===== src/rtl/tx_packetizer.sv =====
// Frames a payload symbol stream as preamble, 16-bit length header, payload and
// idle gap, and emits a registered 2-bit symbol stream with a BPSK/QPSK flag.
module tx_packetizer #(
    parameter int unsigned BYTES        = 1,
    parameter int unsigned PREAMBLE_LEN = 32,
    parameter logic [31:0] PREAMBLE     = 32'hF3A0_5C6D,
    parameter int unsigned GAP_LEN      = 16
) (
    input  logic               clk,
    input  logic               rst,
    input  logic [BYTES*8-1:0] in_tdata,
    input  logic               in_tvalid,
    output logic               in_tready,
    input  logic               in_tlast,
    input  logic               in_tuser,
    input  logic [15:0]        payload_length,
    output logic [1:0]         out_sym,
    output logic               out_valid,
    input  logic               out_ready,
    output logic               out_is_bpsk,
    output logic               out_sof,
    output logic               pkt_sent,
    output logic               len_err
);

    typedef enum logic [2:0] {StIdle, StPreamble, StHeader, StPayload, StGap} state_e;

    state_e      state_q, state_d;
    logic [31:0] cnt_q, cnt_d;
    logic [15:0] pay_cnt_q, pay_cnt_d;
    logic [15:0] len_q, len_d;
    logic [1:0]  sym_q, sym_d;
    logic        valid_q, valid_d;
    logic        bpsk_q, bpsk_d;
    logic        sof_q, sof_d;
    logic        pkt_sent_q, pkt_sent_d;
    logic        len_err_q, len_err_d;
    logic [31:0] pre_idx;
    logic [31:0] hdr_idx;
    logic        xfer;
    logic        in_hs;
    logic        unused_tdata;

    // Only the two low payload bits carry symbol data.
    assign unused_tdata = ^in_tdata;

    assign xfer  = valid_q && out_ready;
    assign in_hs = in_tvalid && in_tready;

    // Input ready: open in payload, and during the last header symbol's transfer so the
    // first payload symbol follows without a bubble.
    always_comb begin
        in_tready = 1'b0;
        case (state_q)
            StPayload: in_tready = out_ready || !valid_q;
            StHeader:  in_tready = out_ready && (cnt_q == 32'd16) && (len_q != 16'd0);
            default:   in_tready = 1'b0;
        endcase
    end

    // Next-state and registered-output logic.
    always_comb begin
        state_d    = state_q;
        cnt_d      = cnt_q;
        pay_cnt_d  = pay_cnt_q;
        len_d      = len_q;
        sym_d      = sym_q;
        valid_d    = valid_q;
        bpsk_d     = bpsk_q;
        sof_d      = sof_q;
        pkt_sent_d = 1'b0;
        len_err_d  = len_err_q;
        pre_idx    = PREAMBLE_LEN - 32'd1 - cnt_q;
        hdr_idx    = 32'd15 - cnt_q;

        case (state_q)
            StIdle: begin
                if (in_tvalid) begin
                    // cnt_q is zero here, so pre_idx selects the top preamble bit.
                    len_d     = payload_length;
                    state_d   = StPreamble;
                    sym_d     = {2{PREAMBLE[pre_idx[4:0]]}};
                    valid_d   = 1'b1;
                    bpsk_d    = 1'b1;
                    sof_d     = 1'b1;
                    cnt_d     = 32'd1;
                    pay_cnt_d = 16'd0;
                end
            end
            StPreamble: begin
                if (xfer) begin
                    sof_d = 1'b0;
                    if (cnt_q < PREAMBLE_LEN) begin
                        sym_d = {2{PREAMBLE[pre_idx[4:0]]}};
                        cnt_d = cnt_q + 32'd1;
                    end else begin
                        state_d = StHeader;
                        sym_d   = {2{len_q[15]}};
                        cnt_d   = 32'd1;
                    end
                end
            end
            StHeader: begin
                if (xfer) begin
                    if (cnt_q < 32'd16) begin
                        sym_d = {2{len_q[hdr_idx[3:0]]}};
                        cnt_d = cnt_q + 32'd1;
                    end else begin
                        valid_d = 1'b0;
                        cnt_d   = 32'd0;
                        state_d = (len_q == 16'd0) ? StGap : StPayload;
                    end
                end
            end
            StPayload: begin
                if (xfer) valid_d = 1'b0;
            end
            StGap: begin
                // Gap counting starts only once the final symbol has left.
                if (valid_q) begin
                    if (out_ready) valid_d = 1'b0;
                end else if (cnt_q == GAP_LEN - 32'd1) begin
                    pkt_sent_d = 1'b1;
                    state_d    = StIdle;
                    cnt_d      = 32'd0;
                end else begin
                    cnt_d = cnt_q + 32'd1;
                end
            end
            default: state_d = StIdle;
        endcase

        if (in_hs) begin
            sym_d     = in_tuser ? {2{in_tdata[0]}} : in_tdata[1:0];
            bpsk_d    = in_tuser;
            valid_d   = 1'b1;
            sof_d     = 1'b0;
            pay_cnt_d = pay_cnt_q + 16'd1;
            cnt_d     = 32'd0;
            if (pay_cnt_d == len_q) begin
                state_d = StGap;
            end else if (in_tlast) begin
                len_err_d = 1'b1;
                state_d   = StGap;
            end else begin
                state_d = StPayload;
            end
        end
    end

    // State and output registers.
    always_ff @(posedge clk or posedge rst) begin
        if (rst) begin
            state_q    <= StIdle;
            cnt_q      <= 32'd0;
            pay_cnt_q  <= 16'd0;
            len_q      <= 16'd0;
            sym_q      <= 2'b00;
            valid_q    <= 1'b0;
            bpsk_q     <= 1'b0;
            sof_q      <= 1'b0;
            pkt_sent_q <= 1'b0;
            len_err_q  <= 1'b0;
        end else begin
            state_q    <= state_d;
            cnt_q      <= cnt_d;
            pay_cnt_q  <= pay_cnt_d;
            len_q      <= len_d;
            sym_q      <= sym_d;
            valid_q    <= valid_d;
            bpsk_q     <= bpsk_d;
            sof_q      <= sof_d;
            pkt_sent_q <= pkt_sent_d;
            len_err_q  <= len_err_d;
        end
    end

    assign out_sym     = sym_q;
    assign out_valid   = valid_q;
    assign out_is_bpsk = bpsk_q;
    assign out_sof     = sof_q;
    assign pkt_sent    = pkt_sent_q;
    assign len_err     = len_err_q;

endmodule


===== config.mk =====
export PLATFORM = sky130hd
export DESIGN_NAME = tx_packetizer
export DESIGN_NICKNAME = d
export VERILOG_FILES = /design/src/rtl/tx_packetizer.sv
export SDC_FILE = /design/constraint.sdc
export NUM_CORES = 1
export LEC_CHECK = 0
export ABC_AREA = 0
export BUFFER_PORTS_ARGS = -buffer_cell sky130_fd_sc_hd__buf_4
export CAP_MARGIN = 20
export CELL_PAD_IN_SITES_DETAIL_PLACEMENT = 1
export CELL_PAD_IN_SITES_GLOBAL_PLACEMENT = 1
export CORE_AREA = 4 4 151 80
export DETAILED_ROUTE_END_ITERATION = 10
export DIE_AREA = 0 0 155 84
export PLACE_DENSITY_LB_ADDON = 0.1
export SYNTH_ARGS = -nofsm -noshare
export SYNTH_HDL_FRONTEND = slang
export SYNTH_SLANG_ARGS = --single-unit

===== constraint.sdc =====
create_clock -name clk -period 3.55 [get_ports clk]
set_input_delay 0.8875 -clock clk [delete_from_list [all_inputs] [get_ports clk]]
set_output_delay 0.8875 -clock clk [all_outputs]
set_load 0.1 [all_outputs]

==> results of run 1 <==
area by class of cell:
cell class / instances / area share (%)
multi-input cells: 417 / 48.2
flip-flops and latches: 74 / 34.0
repair buffers: 47 / 7.16
clock buffers: 12 / 4.70
well taps: 145 / 3.33
clock inverters: 4 / 1.79
inverters: 12 / 0.849
sequential cells by signal, indices dropped and copies added, names as in the netlist:
| name | cells |
|---|---|
| out_sof | 1 |
| len_err | 1 |
| state_q | 3 |
| out_is_bpsk | 1 |
| out_valid | 1 |
| out_sym | 2 |
| cnt_q | 32 |
| len_q | 16 |
| pkt_sent | 1 |
| pay_cnt_q | 16 |
logic make-up (layout without fill, tap and decap cells):
logic type	after synthesis	count (layout)	synth area share, %
flops	74	74	39.7
mux	27	27	7.33
compound gates	151	151	20.7
fa+ha+maj	4	4	1.07
buf+inv	44	75	3.95
xor+xnor	22	22	4.14
simple gates	213	213	23.1
synthesized netlist by cell type (2+ instances only):
cell        n
buf_2       6
o221ai_1    3
ha_1        4
inv_1      12
mux4_2      4
mux2i_1     6
o31ai_1    21
nor4_1     20
nor2b_1     8
o41ai_1     8
and2_1      2
nor3_1      9
nand2b_1    6
a31oi_1    10
xor2_1      7
nand4_1    16
o21ai_1     3
a32o_1      2
clkbuf_1   22
a21o_1      4
nand3_1    19
and3_1      8
and4_1      4
o2111ai_1   3
xnor2_1    15
buf_1       2
nand2_1    51
nor2_1     54
or2_2       3
a211o_1     2
a211oi_1    2
dfrtp_1    74
mux2_2     17
o211ai_1    2
or3_1       4
o21ai_0    66
a21oi_1    15
worst max-delay path, delay by kind of cell, from the launching register on:
family	cells	cell delay, ns
and+or+nand+nor	5	1.17
DFF	1	0.44
buffers and inverters	1	0.29
per-stage QoR:
step                      instances  power, W  setup slack (ns)
after floorplan                 535   0.00260             0.775
after global placement          695   0.00312             0.644
after detailed placement        695   0.00320             0.551
after CTS                       711   0.00432             0.457
after global routing            711   0.00457             0.227
final                           711   0.00431             0.435
routing by layer:
metal / GRT usage, % / wire length, microns / vias up
li1: - / - / 2043
met1: 38.3 / 7960 / 2227
met2: 31.2 / 5840 / 131
met3: 5.96 / 1130 / 11
met4: 3.29 / 80 / 0
met5: 0 / 0 / -
path summary, 6_finish.rpt:
path,slack (ns),cells past startpoint,end,start
min reg2reg,0.49,1,cnt_q[31]$_DFFE_PP0P_,cnt_q[31]$_DFFE_PP0P_
max reg2reg,0.44,7,len_err$_DFFE_PP0P_,pay_cnt_q[0]$_DFFE_PP0P_
max,0.44,6,in_tready,cnt_q[6]$_DFFE_PP0P_
min in group asynchronous,0.63,2,cnt_q[22]$_DFFE_PP0P_,rst
max in group asynchronous,2.28,3,out_sof$_DFFE_PP0P_,rst
min,0.49,1,cnt_q[31]$_DFFE_PP0P_,cnt_q[31]$_DFFE_PP0P_
power by group through the flow:
stage | Combinational (W) | Clock, W | Sequential [W]
2_1_floorplan | 0.00124 | 0 | 0.00136
3_3_place_gp | 0.00188 | 0 | 0.00124
3_5_place_dp | 0.00195 | 0 | 0.00125
4_1_cts | 0.00198 | 0.00111 | 0.00124
5_1_grt | 0.00216 | 0.00115 | 0.00126
6_report | 0.00198 | 0.00110 | 0.00124
==> results.md, run 1 <==
* # IOs at 38
* Final setup fails at 0
* Top cell type's share of synthesized area at 39.7%
* Worst EP arrival at 2.23 ns
* Post-Synthesis Cell Area at 0.00466 sq mm
* Synth unique cells at 58
* Startpoint Class: flip-flop
* Pins Over Slew Limit at 0
* Most frequent cells in the layout: dfrtp_1, o21ai_0, nor2_1
* Die height at 84 microns
* Fin area at 0.00545 sq mm
* CP max stage delay at 0.44 ns
* Post-route DRC at 0
* Mean Syn Cell Area at 8.71 sq um
* Die Area at 0.0130 sq mm
* Vias post-DR at 4412
* Psw at 0.00183 W
* Final Wtd Congestion at 0.880
* CTS buffer count at 9
* Share of power burned in combinational logic at 45.9%
* Area Overhead vs Synth at 17.0%
* Post-synth EDFFs at 0
* PwrDens at 791 mW/mm^2
* Die Wd at 155 microns
* Final hold vios at 0
* Number of global-route vias before repair at 4393
* 1st-iter DRT viols at 341
* Drt first pass iters at 5
* Critical path class: flip-flop to primary output
* Max cap viols at 0
* Commonest non-fill, non-tap cell in the layout: dfrtp_1
* Reg clk slew, reported paths at 0.06 ns
* Hpwl dp at 10800 microns
* VDD IR max at 0.352 mV
* F_max at 0.321 GHz
* Yosys reg bits at 74
* Initial antenna violation count at 0
* Slew HR at 46.6%
* Final period util at 87.7%
* Vias per inst at 6.21
* Critical path's slowest cell: dfrtp_1
* CORE AREA at 0.0108 sq mm
* Sink Count at 74
* Clock Latency Late Sink at 0.33 ns
* Placement Cell Area at 0.00510 sq mm
* Multi-input logic area at 0.00263 sq mm
* Maximum number of pins on one net before global-route repair at 42
* Post-Synthesis Cells at 535
* Synth async-reset ratio at 100%
* CTS tree: built
* Final net count at 595
* WL/cell at 21.1 microns
* Cell Chain, Critical Path: nor4_1 -> nand3_1 -> nor2_1 -> nand2_1 -> nand2_1 -> buf_4
* Hold Path Class: flip-flop to flip-flop
* Clock Power Share at 25.4%
* Resize count post-CTS at 0
* Reg area at 0.00185 sq mm
* Flop pwr share at 28.7%
* Post-CTS Setup Inserts at 0
* Least-Margin Pin Slew at 0.794 ns
* Lkg Pwr at 2.19 nW
* Fraction of layout cells with a size suffix above 1 at 16.6%
* First-pass GRT wire length at 24500 microns
* Clock Path Buffers at 2
* CTS hold repair buffers at 0
* Initial Util at 43.2%
* Clk root buf: clkbuf_16
* # port buffers at 31
* P_int at 0.00248 W
* Main flop type after synthesis: dfrtp_1
* Setup crit end kind: primary output
* Antenna-violating nets left at 0
* Clock Skews at 0.00512 ns
* Global-route total usage across every layer at 23.5%
* CP required at 2.66 ns
* Fillers at 1266
* RSZ-0062 raised after global routing: false
* Outcome: finished, final reports clean
* Top post-synthesis cells by area: dfrtp_1, o21ai_0, nor2_1, nand2_1, mux2_2
* ANT cells at 0
* Switching part of the total at 42.5%
* Gr ovfl total at 0
* Yosys warns at 0
* Final hold slack at 0.492 ns
* Post-synthesis sequential area ratio at 39.7%
* Worst path most repeated cell: nand2_1
* H-tree depth at 3
* Largest area contributor in the netlist: dfrtp_1
* Overall routed net length at 15000 microns
* Final Critical Period at 3.11 ns
* TNS Setup at 0 ns
* Rows at 27
* Post-Syn Nets at 569
* Final Util at 50.6%
* Largest fanout on the critical path at 6
Power figures use the tool's default switching activity.
==> inputs of run 2 (changes only) <==
==> constraint.sdc (replaced) <==
create_clock -name clk -period 3.55 [get_ports clk]
set_input_delay 0.1775 -clock clk [delete_from_list [all_inputs] [get_ports clk]]
set_output_delay 0.1775 -clock clk [all_outputs]
set_load 0.1 [all_outputs]
==> run 2 against run 1 <==
Against the previous run: global-route usage decreased by 0.11 points; sequential share of layout area grew 0.070 points; final cell count rose by 0.56%; non-clock buffer count increased by 5; clock skew increased by 0.0013 ns; first-iteration DRC count decreased by 9.4%; routed wire length is 1.4% lower; utilization decreased by 0.10 points; hold slack got worse by 0.44 ns; power down 2.8%; design area fell by 0.21%; highest routed layer unchanged.
==> results.md, run 2 (same netlist as run 1, synthesis figures left out) <==
* Outcome: finished, final reports clean
* Final period util at 94.3%
* Worst Min Path Start: in_tuser
* Number of global-route vias before repair at 4372
* F_max at 0.299 GHz
* Met3 usage at 5.80%
* Final Critical Period at 3.35 ns
* First-pass GRT wire length at 24500 microns
* Largest fanout on the critical path at 29
* Hold Path Class: input port to flip-flop
* Commonest non-fill, non-tap cell in the layout: dfrtp_1
* Most frequent cells in the layout: dfrtp_1, o21ai_0, nor2_1
* Critical path class: flip-flop to flip-flop
* Vias per inst at 6.15
* Final net count at 600
* Final hold slack at 0.0510 ns
* Reg2reg path depth at 8
* Final hold vios at 0
* CP required at 3.74 ns
* Clock Path Buffers at 2
* Worst r2r src: cnt_q[8]$_DFFE_PP0P_
* Die Wd at 155 microns
* Maximum number of pins on one net before global-route repair at 53
* Least-Margin Pin Slew at 0.778 ns
* Critical path's slowest cell: or4_1
* Lkg Pwr at 2.18 nW
* Resize count post-CTS at 0
* Met2 GRT Util at 29.6%
* Final Util at 50.5%
* Area Overhead vs Synth at 16.8%
* Worst path most repeated cell: buf_4
* Worst slack, placed at 0.295 ns
* Reg-to-Reg End: cnt_q[7]$_DFFE_PP0P_
* Biggest regs: cnt_q: 32 flops, len_q: 16 flops, pay_cnt_q: 16 flops
* Fillers at 1258
* Hold depth at 3
* Reg clk slew, reported paths at 0.06 ns
* Worst setup margin at 0.203 ns
* RSZ-0062 raised after global routing: false
* Drt first pass iters at 5
* Startpoint Class: flip-flop
* Fraction of layout cells with a size suffix above 1 at 17.2%
* Vias post-DR at 4398
* CTS buffer count at 9
* Max cap viols at 0
* 1st-iter DRT viols at 309
* H-tree depth at 3
* Initial Util at 43.2%
* PwrDens at 770 mW/mm^2
* Antenna-violating nets left at 0
* TNS Setup at 0 ns
* GR Layer Usage met1 at 39.1%
* Die height at 84 microns
* Slew HR at 47.9%
* Sink Count at 74
* Post-route DRC at 0
* # port buffers at 31
* CP max stage delay at 0.69 ns
* Gr ovfl total at 0
* Rows at 27
* Final setup fails at 0
* ANT cells at 0
* Die Area at 0.0130 sq mm
* Global-route total usage across every layer at 23.4%
* WL/cell at 20.7 microns
* Clk root buf: clkbuf_16
* Setup crit end kind: flip-flop
* Hold Path End: out_is_bpsk$_DFFE_PP0P_
* Cell Chain, Critical Path: nor4_1 -> nand4_1 -> or4_1 -> a31oi_2 -> buf_4 -> or2_1 -> buf_4 -> o21ai_0
* Worst EP arrival at 3.53 ns
* Overall routed net length at 14800 microns
* Clock Skews at 0.00639 ns
* Initial antenna violation count at 0
* Max reg flops at 32
* Hpwl dp at 10800 microns
* Gr busiest metal: met1
* Pins Over Slew Limit at 0
* Final Wtd Congestion at 0.897
* # IOs at 38
* R2R Setup Slk at 0.20 ns
* VDD IR max at 0.294 mV
* Clock Latency Late Sink at 0.34 ns
* CTS tree: built
* Largest Register: cnt_q
* Final Total Pwr at 0.00419 W
* CORE AREA at 0.0108 sq mm
-- run 2: area by class of cell --
cell class	instances	area [sq um]	area share [%]
Sequential cell	74	1850	34.0
Multi-Input combinational cell	417	2630	48.3
Tap cell	145	181	3.33
Inverter	12	46.3	0.851
Timing Repair Buffer	52	405	7.45
Clock inverter	4	75.1	1.38
Clock buffer	11	253	4.64
-- run 2: report_power, final --
group	total, W	internal [W]	switching [W]
Clock	0.00102	0.000650	0.000367
Sequential	0.00124	0.00101	0.000230
Combinational	0.00194	0.000721	0.00121
-- run 2: worst max-delay path by stage --
stage                     startpoint                    end
6_report        cnt_q[8]$_DFFE_PP0P_   cnt_q[7]$_DFFE_PP0P_
5_1_grt         cnt_q[8]$_DFFE_PP0P_   cnt_q[7]$_DFFE_PP0P_
4_1_cts         cnt_q[8]$_DFFE_PP0P_   cnt_q[7]$_DFFE_PP0P_
3_5_place_dp    cnt_q[8]$_DFFE_PP0P_  cnt_q[29]$_DFFE_PP0P_
3_3_place_gp   cnt_q[20]$_DFFE_PP0P_   cnt_q[7]$_DFFE_PP0P_
2_1_floorplan   cnt_q[0]$_DFFE_PP0P_  cnt_q[12]$_DFFE_PP0P_
-- run 2: routing by layer --
metal  share of wire [%]  routed length (microns)  vias to the layer above
met3                 6.4                      944                        8
met4                0.57                       85                        0
met1                  56                     8210                     2204
li1                    -                        -                     2063
met2                  38                     5550                      123
met5                   0                        0                        -
-- run 2: metrics by stage --
stage	cell area, sq um	cells
detailed placement	5080	698
finish	5440	715
global route	5440	715
global placement	5080	698
floorplan	4660	535
CTS	5410	713
-- run 2: repair_timing --
action	4_1_cts	5_1_grt
setup buffers	0	0
hold endpoints to repair	0	14
setup endpoints to repair	0	0
hold buffers	0	1
-- run 2: critical path, delay by kind of cell, from the launching register on --
| family | cells | cell delay [ns] |
|---|---|---|
| compound gates | 2 | 0.42 |
| buf+inv | 2 | 0.65 |
| flops | 1 | 0.46 |
| simple gates | 4 | 1.65 |
==> inputs of run 3 (changes only) <==
--- a/config.mk
+++ b/config.mk
@@ -10,9 +10,9 @@
 export CAP_MARGIN = 20
 export CELL_PAD_IN_SITES_DETAIL_PLACEMENT = 1
 export CELL_PAD_IN_SITES_GLOBAL_PLACEMENT = 1
-export CORE_AREA = 4 4 151 80
+export CORE_AREA = 4 4 108 110
 export DETAILED_ROUTE_END_ITERATION = 10
-export DIE_AREA = 0 0 155 84
+export DIE_AREA = 0 0 112 114
 export PLACE_DENSITY_LB_ADDON = 0.1
 export SYNTH_ARGS = -nofsm -noshare
 export SYNTH_HDL_FRONTEND = slang
==> run 3 against run 2 <==
Against the previous run: hold slack worse by 0.026 ns; maximum frequency up 12%; highest routed layer unchanged; clock power decreased by 36%; via count decreased by 1.9%; die area is 1.9% lower; final cell count shrank 0.70%; critical path type unchanged; combinational power is 2% lower.
==> results.md, run 3 (same netlist as run 1, synthesis figures left out) <==
* Final Wtd Congestion at 0.883
* Cells after DPL at 693
* Sink Count at 74
* # port buffers at 31
* Global-route total usage across every layer at 21.9%
* Slew HR at 29.6%
* Post-CTS Setup Inserts at 0
* TNS Setup at 0 ns
* Reg2reg path depth at 8
* Reg clk slew, reported paths at 0.09 ns
* Pins Over Slew Limit at 0
* Final setup fails at 0
* Clock Latency Late Sink at 0.36 ns
* Vias per inst at 6.08
* Final Critical Period at 2.98 ns
* CTS buffer count at 9
* Initial antenna violation count at 0
* Biggest regs: cnt_q: 32 flops, len_q: 16 flops, pay_cnt_q: 16 flops
* Worst r2r src: cnt_q[21]$_DFFE_PP0P_
* CP required at 3.78 ns
* Placement Cell Area at 0.00510 sq mm
* VDD IR max at 0.461 mV
* Die Area at 0.0128 sq mm
* RSZ-0062 raised after global routing: false
* Vias post-DR at 4315
* Hold Path End: out_is_bpsk$_DFFE_PP0P_
* Fin area at 0.00530 sq mm
* Area Overhead vs Synth at 13.6%
* First-pass GRT wire length at 22800 microns
* Most frequent cells in the layout: dfrtp_1, o21ai_0, nor2_1
* H-tree depth at 3
* Fraction of layout cells with a size suffix above 1 at 17.2%
* Hpwl dp at 9720 microns
* Die height at 114 microns
* Die Wd at 112 microns
* Critical path class: flip-flop to flip-flop
* PwrDens at 716 mW/mm^2
* Max cap viols at 0
* Worst Min Path Start: in_tuser
* Overall routed net length at 13500 microns
* Hold Path Class: input port to flip-flop
* Final period util at 84.1%
* Rows at 38
* WL/cell at 19.0 microns
* Worst EP arrival at 3.22 ns
* Worst slack, placed at 0.595 ns
* Max reg flops at 32
* Post-route DRC at 0
* Maximum number of pins on one net before global-route repair at 36
* CTS tree: built
* R2R Setup Slk at 0.57 ns
* Least-Margin Pin Slew at 1.05 ns
* Worst setup margin at 0.565 ns
* Initial Util at 43.6%
* Largest Register: cnt_q
* Hold depth at 3
* Gr ovfl total at 0
* Final hold vios at 0
* Largest fanout on the critical path at 19
* CTS hold repair buffers at 1
* CORE AREA at 0.0107 sq mm
* F_max at 0.335 GHz
* Reg-to-Reg End: cnt_q[21]$_DFFE_PP0P_
* Setup crit end kind: flip-flop
* Outcome: finished, final reports clean
* Lkg Pwr at 2.12 nW
* Number of global-route vias before repair at 4519
* Commonest non-fill, non-tap cell in the layout: dfrtp_1
* Clock Path Buffers at 2
* # IOs at 38
* Antenna-violating nets left at 0
* Clock Skews at 0.0192 ns
* Clk root buf: clkbuf_8
* ANT cells at 0
* Drt first pass iters at 4
* Final net count at 599
* Fin cells at 710
* 1st-iter DRT viols at 231
* Startpoint Class: flip-flop
* Resize count post-CTS at 0
run 3: changes by cell type in the layout (fill, tap and decap cells not counted), sizes merged:
cell    previous run  this run
buf               51        50
clkinv             1         2
inv               11        15
bufinv             2         0
clkbuf            11         9
run 3: worst max path at each step:
| stage | startpoint | end | slack [ns] | depth (start not counted) |
|---|---|---|---|---|
| 2_1_floorplan | cnt_q[0]$_DFFE_PP0P_ | cnt_q[12]$_DFFE_PP0P_ | 0.91 | 11 |
| 3_3_place_gp | cnt_q[20]$_DFFE_PP0P_ | cnt_q[4]$_DFFE_PP0P_ | 0.68 | 9 |
| 3_5_place_dp | cnt_q[21]$_DFFE_PP0P_ | cnt_q[21]$_DFFE_PP0P_ | 0.60 | 8 |
| 4_1_cts | cnt_q[21]$_DFFE_PP0P_ | cnt_q[21]$_DFFE_PP0P_ | 0.57 | 8 |
| 5_1_grt | cnt_q[22]$_DFFE_PP0P_ | cnt_q[21]$_DFFE_PP0P_ | 0.34 | 8 |
| 6_report | cnt_q[21]$_DFFE_PP0P_ | cnt_q[21]$_DFFE_PP0P_ | 0.57 | 8 |
run 3: power breakdown:
part | total, W | internal [W] | switching [W] | leakage [nW]
Sequential | 0.00125 | 0.00101 | 0.000240 | 0.971
Clock | 0.000648 | 0.000266 | 0.000382 | 0.0884
Combinational | 0.00190 | 0.000736 | 0.00116 | 1.06
run 3: stage by stage:
stage / utilization (%) / hold slack (ns) / total power, W
2_1_floorplan: - / 0.283 / 0.00260
3_3_place_gp: 47.7 / 0.218 / 0.00308
3_5_place_dp: 47.7 / 0.230 / 0.00316
4_1_cts: 49.5 / 0.0134 / 0.00382
5_1_grt: 49.5 / 0.0296 / 0.00406
6_report: 49.5 / 0.0250 / 0.00379
run 3: metal layers:
metal  vias to the layer above  share of wire [%]  track usage, %
li1                       2052                  -               -
met4                         0                1.4            5.61
met1                      2186                 44            27.9
met2                        61                 52            39.2
met3                        16                2.5            3.02
met5                         -                  0               0
run 3: area by class of cell:
cell class / count / area [sq um]
inverters: 12 / 45.0
multi-input cells: 417 / 2640
fillers: 1285 / 5400
well taps: 140 / 175
clock inverters: 7 / 61.3
flip-flops and latches: 74 / 1850
clock buffers: 9 / 124
repair buffers: 51 / 398
run 3: critical path, cell delays in order, from the launching register on:
cell and delay [ns]:
dfrtp_1 0.46, nor4_1 0.29, nand3_1 0.32, or4_1 0.63, a31oi_2 0.41, buf_4 0.31
nor2_1 0.08, o21ai_0 0.22, o21ai_1 0.12
